$ cat src/rtl/peripheral_regbank_pkg.sv
// peripheral_regbank_pkg: bus widths and access-size / response-code encodings
package peripheral_regbank_pkg;
  localparam int ADDR_W = 32;
  localparam int WORD_W = 32;
  localparam int MEM_COUNT_W = 3;
  localparam int MEM_CODE_W = 3;
  localparam logic [MEM_COUNT_W-1:0] MEM_COUNT_NONE = 3'd0;
  localparam logic [MEM_COUNT_W-1:0] MEM_COUNT_BYTE = 3'd1;
  localparam logic [MEM_COUNT_W-1:0] MEM_COUNT_HALF = 3'd2;
  localparam logic [MEM_COUNT_W-1:0] MEM_COUNT_WORD = 3'd3;
  localparam logic [MEM_CODE_W-1:0] MEM_CODE_INVALID = 3'd0;
  localparam logic [MEM_CODE_W-1:0] MEM_CODE_READ = 3'd1;
  localparam logic [MEM_CODE_W-1:0] MEM_CODE_WRITE = 3'd2;
  localparam logic [MEM_CODE_W-1:0] MEM_CODE_MISALIGNED = 3'd3;
  localparam logic [MEM_CODE_W-1:0] MEM_CODE_OUT_OF_BOUNDS = 3'd4;
endpackage

$ cat src/rtl/peripheral_regbank_lane_align.sv
// periph_lane_align: byte-enable mask, write-data placement and read-lane extraction
module periph_lane_align
  import peripheral_regbank_pkg::*;
(
  input  logic [MEM_COUNT_W-1:0] count,
  input  logic [1:0]             lane,
  input  logic [WORD_W-1:0]      wr_data,
  input  logic [WORD_W-1:0]      rd_word,
  output logic [WORD_W-1:0]      be_mask,
  output logic [WORD_W-1:0]      wr_shift,
  output logic [WORD_W-1:0]      rd_lane
);
  logic [4:0] sh;
  // shift amount from lane, then mask/shift data into and out of that lane
  always_comb begin
    sh = count == MEM_COUNT_BYTE ? {lane, 3'b0} : count == MEM_COUNT_HALF ? {lane[1], 4'b0} : 5'd0;
    be_mask = count == MEM_COUNT_BYTE ? WORD_W'(8'hFF) << sh :
              count == MEM_COUNT_HALF ? WORD_W'(16'hFFFF) << sh :
              count == MEM_COUNT_WORD ? '1 : '0;
    wr_shift = wr_data << sh;
    rd_lane = (rd_word >> sh) & (be_mask >> sh);
  end
endmodule

$ cat src/rtl/peripheral_regbank.sv
// peripheral_regbank: memory-mapped register bank with RO/W1C masks and hardware sticky set
module peripheral_regbank
  import peripheral_regbank_pkg::*;
#(
  parameter logic [ADDR_W-1:0]           ADDR_START = '0,
  parameter int                          REG_COUNT  = 4,
  parameter logic [WORD_W*REG_COUNT-1:0] RESET_VAL  = '0,
  parameter logic [WORD_W*REG_COUNT-1:0] WR_MASK    = '1,
  parameter logic [WORD_W*REG_COUNT-1:0] W1C_MASK   = '0
) (
  input  logic                          clk,
  input  logic                          aresetn,
  input  logic [ADDR_W-1:0]             i_req_addr,
  input  logic [WORD_W-1:0]             i_req_wr_data,
  input  logic                          i_req_wr_en,
  input  logic [MEM_COUNT_W-1:0]        i_req_count,
  input  logic [WORD_W*REG_COUNT-1:0]   i_hw_set,
  output logic [WORD_W-1:0]             o_res_rd_data,
  output logic [MEM_CODE_W-1:0]         o_res_code,
  output logic                          o_res_valid,
  output logic [REG_COUNT-1:0]          o_wr_strobe,
  output logic [WORD_W*REG_COUNT-1:0]   o_exposed_mem
);
  localparam int IDX_W = REG_COUNT > 1 ? $clog2(REG_COUNT) : 1;
  localparam logic [ADDR_W-1:0] SPAN = ADDR_W'(4 * REG_COUNT);
  logic [WORD_W-1:0] regs [REG_COUNT];
  logic [ADDR_W-1:0] off;
  logic [IDX_W-1:0] idx;
  logic misaligned, oob, size_ok, wr_go, rd_go;
  logic [WORD_W-1:0] rd_word, be_mask, wr_shift, rd_lane, eff, w1c, merged;
  logic [REG_COUNT-1:0] wr_sel;
  logic [MEM_CODE_W-1:0] code_n;

  periph_lane_align u_lane (
    .count    (i_req_count),
    .lane     (i_req_addr[1:0]),
    .wr_data  (i_req_wr_data),
    .rd_word  (rd_word),
    .be_mask  (be_mask),
    .wr_shift (wr_shift),
    .rd_lane  (rd_lane)
  );

  // decode the request and build the merged value for the addressed register
  always_comb begin
    off = i_req_addr - ADDR_START;
    idx = off[IDX_W+1:2];
    misaligned = (i_req_count == MEM_COUNT_HALF && i_req_addr[0]) ||
                 (i_req_count == MEM_COUNT_WORD && i_req_addr[1:0] != 2'b0);
    oob = i_req_addr < ADDR_START || off >= SPAN;
    size_ok = i_req_count inside {MEM_COUNT_BYTE, MEM_COUNT_HALF, MEM_COUNT_WORD};
    wr_go = size_ok && !misaligned && !oob && i_req_wr_en;
    rd_go = size_ok && !misaligned && !oob && !i_req_wr_en;
    rd_word = oob ? '0 : regs[idx];
    eff = be_mask & WR_MASK[idx*WORD_W +: WORD_W];
    w1c = W1C_MASK[idx*WORD_W +: WORD_W];
    merged = (rd_word & ~eff) | (eff & ~w1c & wr_shift) | (eff & w1c & rd_word & ~wr_shift);
    wr_sel = wr_go ? REG_COUNT'(1) << idx : '0;
    code_n = i_req_count == MEM_COUNT_NONE ? MEM_CODE_INVALID :
             misaligned ? MEM_CODE_MISALIGNED :
             oob ? MEM_CODE_OUT_OF_BOUNDS :
             !size_ok ? MEM_CODE_INVALID :
             i_req_wr_en ? MEM_CODE_WRITE : MEM_CODE_READ;
  end

  // register state and registered response; hardware set is ORed last so it wins
  always_ff @(posedge clk) begin
    if (!aresetn) begin
      for (int j = 0; j < REG_COUNT; j++) regs[j] <= RESET_VAL[j*WORD_W +: WORD_W];
      o_res_valid <= 1'b0;
      o_res_code <= MEM_CODE_INVALID;
      o_res_rd_data <= '0;
      o_wr_strobe <= '0;
    end else begin
      for (int j = 0; j < REG_COUNT; j++)
        regs[j] <= (wr_sel[j] ? merged : regs[j]) | i_hw_set[j*WORD_W +: WORD_W];
      o_res_valid <= i_req_count != MEM_COUNT_NONE;
      o_res_code <= code_n;
      o_res_rd_data <= rd_go ? rd_lane : '0;
      o_wr_strobe <= wr_sel;
    end
  end

  for (genvar g = 0; g < REG_COUNT; g++) begin : g_exp
    assign o_exposed_mem[g*WORD_W +: WORD_W] = regs[g];
  end
endmodule

$ cat config.mk
export PLATFORM = sky130hd
export DESIGN_NAME = peripheral_regbank
export DESIGN_NICKNAME = d
export VERILOG_FILES = /design/src/rtl/peripheral_regbank_pkg.sv /design/src/rtl/peripheral_regbank_lane_align.sv /design/src/rtl/peripheral_regbank.sv
export SDC_FILE = /design/constraint.sdc
export NUM_CORES = 1
export LEC_CHECK = 0
export CAP_MARGIN = 30
export CORE_UTILIZATION = 30
export DETAILED_ROUTE_END_ITERATION = 8
export SLEW_MARGIN = 20
export SYNTH_ARGS = -nofsm -noshare
export SYNTH_HDL_FRONTEND = slang
export SYNTH_SLANG_ARGS = --single-unit
$ cat constraint.sdc
create_clock -name clk -period 3.7 [get_ports clk]
set_input_delay 0.37 -clock clk [delete_from_list [all_inputs] [get_ports clk]]
set_output_delay 0.37 -clock clk [all_outputs]
set_load 0.05 [all_outputs]
# Word level (Yosys, flattened, before mapping)
# Memories as Yosys holds them, arrays and structs flattened.
# Index checks and enable logic that the tools add are counted.
# word_totals
regBits	40
ram_bits	128
inputBits	198
out_inout_bits	168
wordCells	80
mem_count	1
# op_classes
n_lt_le_gt_ge	2
n_eq_ne	3
shift	8
muxes	21
bitwise	22
n_reduce_logical	18
# mem_list
memory	words	word_bits	read_ports	rd_ports_with_merged_regs	write_ports	line_no	text
regs	4	32	5	0	4	peripheral_regbank.sv:26	logic [WORD_W-1:0] regs [REG_COUNT];
# op_table
cell	count
$mux 32	12
$and 32x32->32	8
$shiftx 128x8->32 const A	2
$or 32x32->32	6
$not 32->32	3
$shr 32x5->32	2
$ge 32x5->1 const B	1
$lt 32x1->1 const B	1
$shl 16x5->32 const A	1
$shl 32x5->32	1
$shl 8x5->32 const A	1
$mux 5	2
$eq 3x2->1 const B	2
$logic_and 1x1->1	6
$mux 2	3
$reduce_bool 3->1	2
$mux 4	1
$or 1x1->1	4
$shl 1x2->4 const A	1
$eq 3x1->1 const B	1
$logic_not 1->1	3
$logic_not 3->1	1
$mux 3	1
$reduce_or 3->1	1
6 further kinds	8

# Longest topological paths before layout
# depth
word_depth	14
mapped_depth	14
depth_no_buf	9

# Hierarchy
# From an unflattened synthesis, not the netlist that was laid out.
# hier_totals
cells_unflattened	1076
hier_area_um2	10644.0
# modules_own_cells
mod	n_inst	cells_per_inst	area_each_um2	seq_area_each_um2
peripheral_regbank	1	853	9195.1	3363.2
periph_lane_align	1	223	1448.9	0.0

# Least setup slack after synthesis
# OpenSTA, ideal clock, no wires.
# synth_path
path_type	input-to-reg
startpoint	in i_req_count[1]
endpoint	reg o_res_rd_data[0]
setup_time_ps	88
arrival_ps	2773
path_slack_ps	839
cell_stages	11
path_cell_list	buf_2 nand4bb_1 inv_2 buf_2 clkbuf_1 ha_1 nand2_1 a21o_1 o221a_2 a311o_4 a311oi_2
# synth_via
elab_chain_cells	8
# synth_rtl
element	line_no	text
start: declaration	peripheral_regbank.sv:16	input logic [MEM_COUNT_W-1:0] i_req_count,
$eq 3x2->1, on equally long branches	n/a	
$mux 5, or another cell as far along	peripheral_regbank_lane_align.sv:16	sh = count == MEM_COUNT_BYTE ? {lane, 3'b0} : count == MEM_COUNT_HALF ? {lane[1], 4'b0} : 5'd0;
$mux 5 / $logic_or 1x1->1 (equally long branches)	peripheral_regbank_lane_align.sv:16, peripheral_regbank.sv:48	
$shl 16x5->32 / $logic_not 1->1 (equally long branches)	peripheral_regbank_lane_align.sv:18, peripheral_regbank.sv:53	
$mux 32 / $logic_and 1x1->1 (equally long branches)	peripheral_regbank_lane_align.sv:18, peripheral_regbank.sv:53	
$mux 32 / $logic_and 1x1->1 (equally long branches)	peripheral_regbank_lane_align.sv:17, peripheral_regbank.sv:53	
$shr 32x5->32 / $logic_and 1x1->1 (equally long branches)	peripheral_regbank_lane_align.sv:21, peripheral_regbank.sv:53	
$and 32x32->32 / $reduce_and 2->1 (equally long branches)	n/a	
end signal: assignment	peripheral_regbank.sv:79	o_res_rd_data <= rd_go ? rd_lane : '0;
end: declaration	peripheral_regbank.sv:18	output logic [WORD_W-1:0] o_res_rd_data,
# Parallel ways exist; a longest one is shown, timed or not.
# A chain may end at the register's enable or synchronous reset.

# Final worst setup path
# layout_path
startpoint	in i_req_count[1]
endpoint	reg o_res_rd_data[7]
# The elaborated chain is that of the path after synthesis.

==> impl_metrics.tcl <==
set metrics [dict create \
    run_status "finished clean" \
    h-tree-depth 4 \
    ys_async_sr_fraction 0 \
    fin_skew_ns 0.01256 \
    grt_max_degree 88 \
    pwr-share-seq 0.375 \
    path_cells "clkdlybuf4s50_1, xor2_2, nand2_2, inv_2, ha_1, nand2_1, a21o_1, o221a_2, a311o_4, a311oi_2" \
    start_kind "input pin" \
    grt_pass1_wl_mm 60.27 \
    grt_use_total 0.2855 \
    leakage_nw 4.918 \
    clk_pin_slew_ns 0.07 \
    sw_frac_of_total 0.3144 \
    vias 9520 \
    numClockSinks 168 \
    p_comb_frac 0.254 \
    hold_ws_ns 0.2692 \
    drt_pre_antenna_iters 7 \
    clockPowerShare 0.371 \
    post-route-util 0.4765 \
    synth.avg_cell_area_um2 8.842 \
    synth_flop_cell "dfxtp_1" \
    use_met1 0.3754 \
    worstSkewPairLatency_ns 0.43 \
    die_y_um 169.7 \
    ios 366 \
    viasPerCell 5.640 \
    regArea_um2 3363 \
    die_x_um 169.7 \
    use_met3 0.06273 \
    fin_cells 1688 \
    drt_wl_total_mm 41.80 \
    drc 0 \
    cts_setup_buffers 0 \
    synthMuxAreaShare 0.1175 \
    fillers 2654 \
    cp-end-kind "flop" \
    gr-usage-met2 0.4471 \
    relSlewSlack 0.2988 \
    yosysSeqAreaShare 0.3987 \
    place_inst 1654 \
    critPathKind "input pin to flop" \
    cpPeakStageDelay_ns 0.81 \
    yosysWarnings 0 \
    critical_path.max_fanout 15 \
    initial_core_util 0.3045 \
    rows 61 \
    place_area_um2 12560 \
    io_buffers 365 \
    max_freq_mhz 322.4 \
    final.min_clock_period_ns 3.101 \
    multi_input_area_um2 4712 \
    maxCapViolCount 0 \
    worst_pin_slew_ns 1.052 \
    final.period_utilization 0.8382 \
    tns_ns 0 \
    fin_area_um2 13200 \
    syn_nets 1156 \
    synthSimpleGateAreaFrac 0.1486 \
    grt-busiest-layer "met2" \
    p_per_area_nw_per_um2 403.0 \
    hold_viol 0 \
    dpl.hpwl_mm 30.30 \
    intPower_w 0.003647 \
    ctsResizeCount 0 \
    routedWlPerCell_um 24.76 \
    netlist_instances 954 \
    first_global_vias 9257 \
    antenna_found_initial 3 \
    worstHoldPathType "input pin to flop" \
    final_antenna_net_count 0 \
    power_switching_w 0.001673 \
    synth_adder_area_share 0.005933 \
    hold_buffers 0 \
    place.gp.congestion 0.9412 \
    drive_gt1_frac 0.1056 \
    crit_buf_inv 2 \
    dieArea_um2 28790 \
    cts_tree "yes" \
    first_iter_violations 929 \
    synth_cell_types 50 \
    ys_ff_latch 168 \
    synth_top_family_by_area "compound AO/OA/AOI/OAI gates" \
    synth_edf_count 0 \
    critical-path-top-delay-family "compound AO/OA/AOI/OAI gates" \
    area_growth_pct 56.50 \
    core-area_um2 27710 \
    clockBufferDepth 2 \
    synth_area_um2 8436 \
    cts-root-buf "clkbuf_16" \
    layout.nets 1497 \
    final-setup-viol-count 0 \
    cpMaxStageDelayCell "clkdlybuf4s50_1" \
    final_max_slew_viol_count 0 \
    synth_xor_area_frac 0.002966 \
    synth_compound_area_frac 0.2788 \
    ir_drop_mv 0.2444 \
    cts_buffers 17 \
    gr-total-overflow 0 \
    critical_path_required_ns 4.04 \
    cp.arrival_ns 3.44 \
    rsz0062_at_grt "no" \
]
[cell type report]
class	instances	share of cell area
well taps	378	0.03583
multi-input cells	693	0.3569
clock buffers	21	0.03564
repair buffers	400	0.2995
inverters	15	0.004265
diodes	3	0.0005687
flip-flops and latches	168	0.2548
clock inverters	10	0.01251
[cell usage after synthesis (2+ instances only)]
library cell,instances,area (µm²)
o21ai_0,10,50.05
mux4_2,40,900.9
nor4_1,18,112.6
buf_2,32,160.2
nand4_1,2,12.51
or4_1,5,37.54
and3_1,9,56.30
ha_1,4,50.05
a311oi_1,8,70.07
nand3_1,10,50.05
a311oi_2,8,120.1
nand2b_1,5,31.28
dfxtp_1,168,3363
a21o_1,2,15.01
nor2_1,143,536.8
mux2_2,8,90.09
nor3_1,10,50.05
a31oi_1,2,12.51
inv_2,2,7.510
inv_1,13,48.80
o31ai_1,129,968.4
nor4_2,4,50.05
buf_4,3,22.52
clkbuf_1,41,153.9
nand2_1,65,244.0
a21oi_1,164,820.8
a22oi_1,25,187.7
buf_1,2,7.510
[layout by cell type, fill, tap and decap left out, types with 8 or more instances in the layout]
master           Yosys  routed
a311oi_2             8       8
nand3_1             10      10
o31ai_1            129     129
dfxtp_1            168     168
and3_1               9       9
mux2_2               8       8
o21ai_0             10      10
nor3_1              10      10
a21oi_1            164     164
clkdlybuf4s50_1      0     362
nand2_1             65      65
a311oi_1             8       8
nor2_1             143     143
buf_4                3      32
nor4_1              18      18
clkbuf_16            0      17
mux4_2              40      40
inv_1               13      13
a22oi_1             25      25
[state kept, by name (all words and copies together), names as in the netlist]
| name | count |
|---|---|
| o_res_rd_data | 32 |
| o_wr_strobe | 4 |
| regs | 128 |
| o_res_code | 3 |
| o_res_valid | 1 |
[worst min-delay path, delay by kind of cell]
family                 cells  cell delay, ns
AOI/OAI and AO/OA          2            0.12
buffers and inverters      1            0.17
[kinds of logic (layout without fill, tap and decap cells)]
kind of cell	Yosys count	in the layout
mux	48	48
other cells	0	3
flops	168	168
compound gates	359	359
buf+inv	93	446
simple gates	280	280
fa+ha+maj	4	4
xor+xnor	2	2
[metal layers]
| layer | share of wire | wire length (µm) | vias up |
|---|---|---|---|
| met1 | 0.42 | 17480 | 4555 |
| met2 | 0.46 | 19150 | 591 |
| met5 | 0 | 0 | - |
| li1 | - | - | 4292 |
| met3 | 0.086 | 3579 | 82 |
| met4 | 0.038 | 1590 | 0 |
[through the flow]
| stage | setup slack [ns] | power [W] |
|---|---|---|
| 3_5_place_dp | 0.2505 | 0.003369 |
| 6_report | 0.5985 | 0.005320 |
| 4_1_cts | 0.6791 | 0.005328 |
| 2_1_floorplan | 0.8387 | 0.002731 |
| 5_1_grt | 0.4815 | 0.005485 |
| 3_3_place_gp | 0.3056 | 0.003368 |
[power groups by stage]
stage          registers [W]  clock network [W]  logic, W
2_1_floorplan        0.00236                  0  0.000366
3_5_place_dp         0.00203                  0   0.00133
4_1_cts              0.00200            0.00199   0.00134
3_3_place_gp         0.00204                  0   0.00133
6_report             0.00200            0.00197   0.00135
5_1_grt              0.00201            0.00207   0.00140
[path summary, 6_finish.rpt]
kind / start / cells past startpoint / slack [ns] / end
worst max-delay path: i_req_count[1] / 10 / 0.60 / o_res_rd_data[7]
worst min-delay path: aresetn / 3 / 0.27 / regs[2][23]
worst max register to register: regs[3][28] / 5 / 1.84 / regs[2][28]
worst min register to register: regs[2][4] / 2 / 0.56 / regs[2][4]
Power figures use the tool's default switching activity.
==> patch 1 (config.mk and constraints unchanged) <==
Add an input register stage for `i_req_addr`, `i_req_wr_data`, `i_req_wr_en`, `i_req_count` and `i_hw_set`, without a reset; this delays them by one clock.
--- a/src/rtl/peripheral_regbank.sv
+++ b/src/rtl/peripheral_regbank.sv
@@ -23,6 +23,21 @@
 );
   localparam int IDX_W = REG_COUNT > 1 ? $clog2(REG_COUNT) : 1;
   localparam logic [ADDR_W-1:0] SPAN = ADDR_W'(4 * REG_COUNT);
+
+  logic [ADDR_W-1:0] i_req_addr_q;
+  logic [WORD_W-1:0] i_req_wr_data_q;
+  logic i_req_wr_en_q;
+  logic [MEM_COUNT_W-1:0] i_req_count_q;
+  logic [WORD_W*REG_COUNT-1:0] i_hw_set_q;
+
+  always_ff @(posedge clk) begin
+    i_req_addr_q    <= i_req_addr;
+    i_req_wr_data_q <= i_req_wr_data;
+    i_req_wr_en_q   <= i_req_wr_en;
+    i_req_count_q   <= i_req_count;
+    i_hw_set_q      <= i_hw_set;
+  end
+
   logic [WORD_W-1:0] regs [REG_COUNT];
   logic [ADDR_W-1:0] off;
   logic [IDX_W-1:0] idx;
@@ -32,9 +47,9 @@
   logic [MEM_CODE_W-1:0] code_n;
 
   periph_lane_align u_lane (
-    .count    (i_req_count),
-    .lane     (i_req_addr[1:0]),
-    .wr_data  (i_req_wr_data),
+    .count    (i_req_count_q),
+    .lane     (i_req_addr_q[1:0]),
+    .wr_data  (i_req_wr_data_q),
     .rd_word  (rd_word),
     .be_mask  (be_mask),
     .wr_shift (wr_shift),
@@ -43,24 +58,24 @@
 
   // decode the request and build the merged value for the addressed register
   always_comb begin
-    off = i_req_addr - ADDR_START;
+    off = i_req_addr_q - ADDR_START;
     idx = off[IDX_W+1:2];
-    misaligned = (i_req_count == MEM_COUNT_HALF && i_req_addr[0]) ||
-                 (i_req_count == MEM_COUNT_WORD && i_req_addr[1:0] != 2'b0);
-    oob = i_req_addr < ADDR_START || off >= SPAN;
-    size_ok = i_req_count inside {MEM_COUNT_BYTE, MEM_COUNT_HALF, MEM_COUNT_WORD};
-    wr_go = size_ok && !misaligned && !oob && i_req_wr_en;
-    rd_go = size_ok && !misaligned && !oob && !i_req_wr_en;
+    misaligned = (i_req_count_q == MEM_COUNT_HALF && i_req_addr_q[0]) ||
+                 (i_req_count_q == MEM_COUNT_WORD && i_req_addr_q[1:0] != 2'b0);
+    oob = i_req_addr_q < ADDR_START || off >= SPAN;
+    size_ok = i_req_count_q inside {MEM_COUNT_BYTE, MEM_COUNT_HALF, MEM_COUNT_WORD};
+    wr_go = size_ok && !misaligned && !oob && i_req_wr_en_q;
+    rd_go = size_ok && !misaligned && !oob && !i_req_wr_en_q;
     rd_word = oob ? '0 : regs[idx];
     eff = be_mask & WR_MASK[idx*WORD_W +: WORD_W];
     w1c = W1C_MASK[idx*WORD_W +: WORD_W];
     merged = (rd_word & ~eff) | (eff & ~w1c & wr_shift) | (eff & w1c & rd_word & ~wr_shift);
     wr_sel = wr_go ? REG_COUNT'(1) << idx : '0;
-    code_n = i_req_count == MEM_COUNT_NONE ? MEM_CODE_INVALID :
+    code_n = i_req_count_q == MEM_COUNT_NONE ? MEM_CODE_INVALID :
              misaligned ? MEM_CODE_MISALIGNED :
              oob ? MEM_CODE_OUT_OF_BOUNDS :
              !size_ok ? MEM_CODE_INVALID :
-             i_req_wr_en ? MEM_CODE_WRITE : MEM_CODE_READ;
+             i_req_wr_en_q ? MEM_CODE_WRITE : MEM_CODE_READ;
   end
 
   // register state and registered response; hardware set is ORed last so it wins
@@ -73,8 +88,8 @@
       o_wr_strobe <= '0;
     end else begin
       for (int j = 0; j < REG_COUNT; j++)
-        regs[j] <= (wr_sel[j] ? merged : regs[j]) | i_hw_set[j*WORD_W +: WORD_W];
-      o_res_valid <= i_req_count != MEM_COUNT_NONE;
+        regs[j] <= (wr_sel[j] ? merged : regs[j]) | i_hw_set_q[j*WORD_W +: WORD_W];
+      o_res_valid <= i_req_count_q != MEM_COUNT_NONE;
       o_res_code <= code_n;
       o_res_rd_data <= rd_go ? rd_lane : '0;
       o_wr_strobe <= wr_sel;
Check against the original RTL: not equivalent (Yosys sat finds a counterexample within 4 cycles, from zero or initial values and one cycle with aresetn low).
==> patch 1 against the unedited design <==
- global-route usage is 6.2 points lower
- wire length increased by 15%
- area after synthesis rose by 47%
- cell area grew 37%
- worst setup slack worse by 26 ps
- worst hold slack got worse by 25 ps
- total power rose by 80%
- clock power grew 99%
- die area is 46% higher
- sequential cell count rose by 196
- critical path type is now reg -> reg
- critical endpoint unchanged
- largest cell class is now registers
==> patch 1: results (changes against the unedited design) <==
synthTopCellsByArea: "dfxtp_1 59%, o31ai_1 7.8%, mux4_2 7.3%"
cp-startpoint: "i_req_count_q[0]$_DFF_P_"
grt_usage_pct: 22.4  # -6.2 points
p_leak_nw: 6.93  # +41%
timing.slew.headroom_pct: 45.5  # +16 points
status: "complete, no violations"
hold_end: "i_hw_set_q[105]$_DFF_P_"
clk-insertion-delay-late_ps: 570  # +140 ps
hold_depth: 1  # -2
fill_cells: 3830  # +44%
place_ws_ps: 663  # +413 ps
grt_max_degree: 68  # -23%
synth_common_cells: "364 x dfxtp_1, 152 x a21oi_1, 135 x nor2_1"
timing.final.crit_share_pct: 84.5  # +0.69 points
vias_per_cell: 5.18  # -8.1%
antenna_found_initial: 11  # +8
peakVddDrop_mv: 0.305  # +25%
rrSetupSlack_ps: 570  # -1270 ps
htreeDepth: 2  # -2
first_global_vias: 10600  # +14%
post-place-cells: 1997  # +21%
synthXorXnorAreaFrac_pct: 0.202  # -0.095 points
cts_buffers: 40  # +23
drtPass1Iterations: 5  # -2
syn-num-nets: 1347  # +17%
synth_fa_ha_area_share_pct: 0.484  # -0.11 points
gp_congestion: 0.928  # -1.4%
holdWs_ps: 244  # -25.4 ps
drtIter0Drc: 1055  # +14%
min_from: "i_hw_set[105]"
routed_wl_um: 48200  # +15%
-- patch 1: per-stage QoR --
stage / total power [mW] / cell area, um2
after floorplan: 5.06 / 12400
after global placement: 5.69 / 16700
after detailed placement: 5.70 / 16700
after CTS: 9.65 / 18000
after global routing: 9.89 / 18000
final: 9.56 / 18000
-- patch 1: layer usage --
metal / share of wire, % / global-route usage, % / vias to the layer above
met4: 2.9 / 9.07 / 2
met2: 46 / 35.4 / 534
met5: 0.023 / 0 / -
met1: 42 / 29.1 / 5168
li1: - / - / 4959
met3: 9.0 / 5.57 / 87
-- patch 1: area by class of cell --
type | count | area share (%)
flip-flops and latches | 364 | 40.4
multi-input cells | 695 | 26.4
repair buffers | 399 | 22.1
clock buffers | 57 | 6.35
well taps | 532 | 3.69
clock inverters | 12 | 0.756
inverters | 7 | 0.146
diodes | 9 | 0.125
-- patch 1: power breakdown --
part           leakage [nW]  switching, mW  internal [mW]
sequential             3.05          0.177           4.14
combinational          3.26          0.747          0.563
clock                 0.622           1.63           2.30
==> patch 2 (config.mk and constraints unchanged) <==
Without the edit above. The parameter `REG_COUNT` goes from 4 to 8.
--- a/src/rtl/peripheral_regbank.sv
+++ b/src/rtl/peripheral_regbank.sv
@@ -3,7 +3,7 @@
   import peripheral_regbank_pkg::*;
 #(
   parameter logic [ADDR_W-1:0]           ADDR_START = '0,
-  parameter int                          REG_COUNT  = 4,
+  parameter int                          REG_COUNT  = 8,
   parameter logic [WORD_W*REG_COUNT-1:0] RESET_VAL  = '0,
   parameter logic [WORD_W*REG_COUNT-1:0] WR_MASK    = '1,
   parameter logic [WORD_W*REG_COUNT-1:0] W1C_MASK   = '0
Interface: changed (resized i_hw_set, o_exposed_mem and o_wr_strobe); port bits go from 366 to 626. The function was not compared with the original's and may differ.
==> patch 2 against the unedited design <==
- maximum frequency rose by 8.1%
- worst setup slack gained 230 ps
- sequential cell count grew 132
- area after synthesis increased by 81%
- via count rose by 80%
- non-clock buffer count grew 295
- cell area grew 79%
- wire length grew 99%
- total power grew 84%
- critical path type unchanged
- largest power group is now the clock network
==> patch 2: results (changes against the unedited design) <==
synth_common_cells: "300 x dfxtp_1, 257 x o31ai_1, 172 x nor2_1"
rrSetupSlack_ps: 1250  # -590 ps
syn-num-nets: 1979  # +71%
cp-startpoint: "i_req_addr[10]"
cts_resized: 0  # unchanged
htreeDepth: 2  # -2
reg2reg_to: "regs[3][22]$_SDFF_PN0_"
yosysWarnings: 0  # unchanged
reg_top3: "regs: 256 flops, o_res_rd_data: 32 flops, o_wr_strobe: 8 flops"
hpwlAfterDp_um: 61400  # +100%
io_buffer_count: 625  # +71%
top_layer_used: "met5"
layout_setup_ws_ps: 832  # +233 ps
drt-met1-wl_um: 32100  # +84%
gp_congestion: 0.914  # -2.9%
r2r-start: "regs[5][22]$_SDFF_PN0_"
skew_ps: 23.5  # +10.9 ps
seq_area_frac_synth_pct: 39.3  # -0.53 points
cts_buffers: 36  # +19
reg2reg_depth: 6  # +1
hold_class: "in -> reg"
cpPeakStageDelay_ps: 740  # -70 ps
clk-insertion-delay-late_ps: 550  # +120 ps
antenna_found_initial: 12  # +9
crit_arrival_ps: 3320  # -120 ps
synth_cell_types: 57  # +14%
wire_per_inst_um: 28.1  # +13%
p_leak_nw: 9.11  # +85%
nets: 2584  # +73%
met2_length_um: 39600  # +110%
peakVddDrop_mv: 0.245  # +0.42%
drive_above_1_share_pct: 11.0  # +0.46 points
slowest_stage: "nor4_1"
fill_cells: 4730  # +78%
vias: 17200  # +80%
grt_max_degree: 149  # +69%
crit_family: "simple AND/OR/NAND/NOR gates"
drtPass1Iterations: 5  # -2
grt_usage_pct: 30.9  # +2.3 points
synthTopCellsByArea: "dfxtp_1 39%, o31ai_1 13%, mux4_2 9.4%"
place_ws_ps: 354  # +103 ps
status: "complete, no violations"
post_cts_buffers: 0  # unchanged
drtIter0Drc: 1529  # +65%
wl_met3_um: 7800  # +120%
tightest_slew_ps: 1160  # +108 ps
critPathCapture: "regs[6][6]$_SDFF_PN0_"
clk_pin_slew_ps: 60
grt_pass1_wl_um: 116000  # +92%
worstPathMaxFanout: 28  # +13
synthArstFlopShare_pct: 0  # unchanged
cts.path.max_buffers: 3  # +1
-- patch 2: metal layers --
layer,vias to the layer above,global-route usage [%]
li1,7592,-
met1,8344,37.0
met2,1029,52.2
met3,194,7.49
met4,10,13.5
met5,-,0
-- patch 2: per-stage QoR --
| step | cells | cell area (um2) | hold WS (ps) |
|---|---|---|---|
| finish | 2958 | 23600 | 217 |
| global route | 2955 | 23600 | 218 |
| CTS | 2951 | 23600 | 181 |
| detailed placement | 2888 | 22300 | 546 |
| global placement | 2888 | 22300 | 539 |
| floorplan | 1649 | 15300 | 527 |
-- patch 2: area by class of cell --
| class | instances | area [um2] | share of cell area [%] |
|---|---|---|---|
| sequential | 300 | 6010 | 25.5 |
| tap | 672 | 841 | 3.57 |
| clock inverter | 6 | 90.1 | 0.382 |
| multi-input combinational | 1080 | 8040 | 34.1 |
| clock buffer | 57 | 1120 | 4.76 |
| antenna | 7 | 17.5 | 0.0743 |
| inverter | 141 | 529 | 2.25 |
| timing repair buffer | 695 | 6930 | 29.4 |
-- patch 2: cells by family after synthesis --
logic type / count (synthesis) / synth area share (%)
AOI/OAI and AO/OA: 632 / 30.3
buffers and inverters: 269 / 8.03
and+or+nand+nor: 342 / 9.80
adders and majority gates: 5 / 0.393
DFF: 300 / 39.3
xor gates and xnor gates: 2 / 0.164
muxes: 99 / 11.9
-- patch 2: worst min-delay path by stage --
stage,from,endpoint,slack (ps),depth (start not counted)
2_1_floorplan,i_req_wr_en,o_res_code[1]$_SDFF_PP0_,530,2
5_1_grt,aresetn,regs[7][0]$_SDFF_PN0_,220,3
4_1_cts,aresetn,regs[6][0]$_SDFF_PN0_,180,3
3_3_place_gp,regs[2][19]$_SDFF_PN0_,regs[2][19]$_SDFF_PN0_,540,2
3_5_place_dp,regs[3][23]$_SDFF_PN0_,regs[3][23]$_SDFF_PN0_,550,2
6_report,aresetn,regs[6][0]$_SDFF_PN0_,220,3
-- patch 2: worst min-delay path, stage by stage --
cell      delay [ps]
clkbuf_8         200
o31ai_1          100
a41oi_1           40
-- patch 2: where the power goes --
| part | internal, mW | leakage [nW] | switching [mW] |
|---|---|---|---|
| Clock | 2.22 | 0.593 | 1.45 |
| Combinational | 1.03 | 6.01 | 1.48 |
| Sequential | 3.44 | 2.50 | 0.189 |
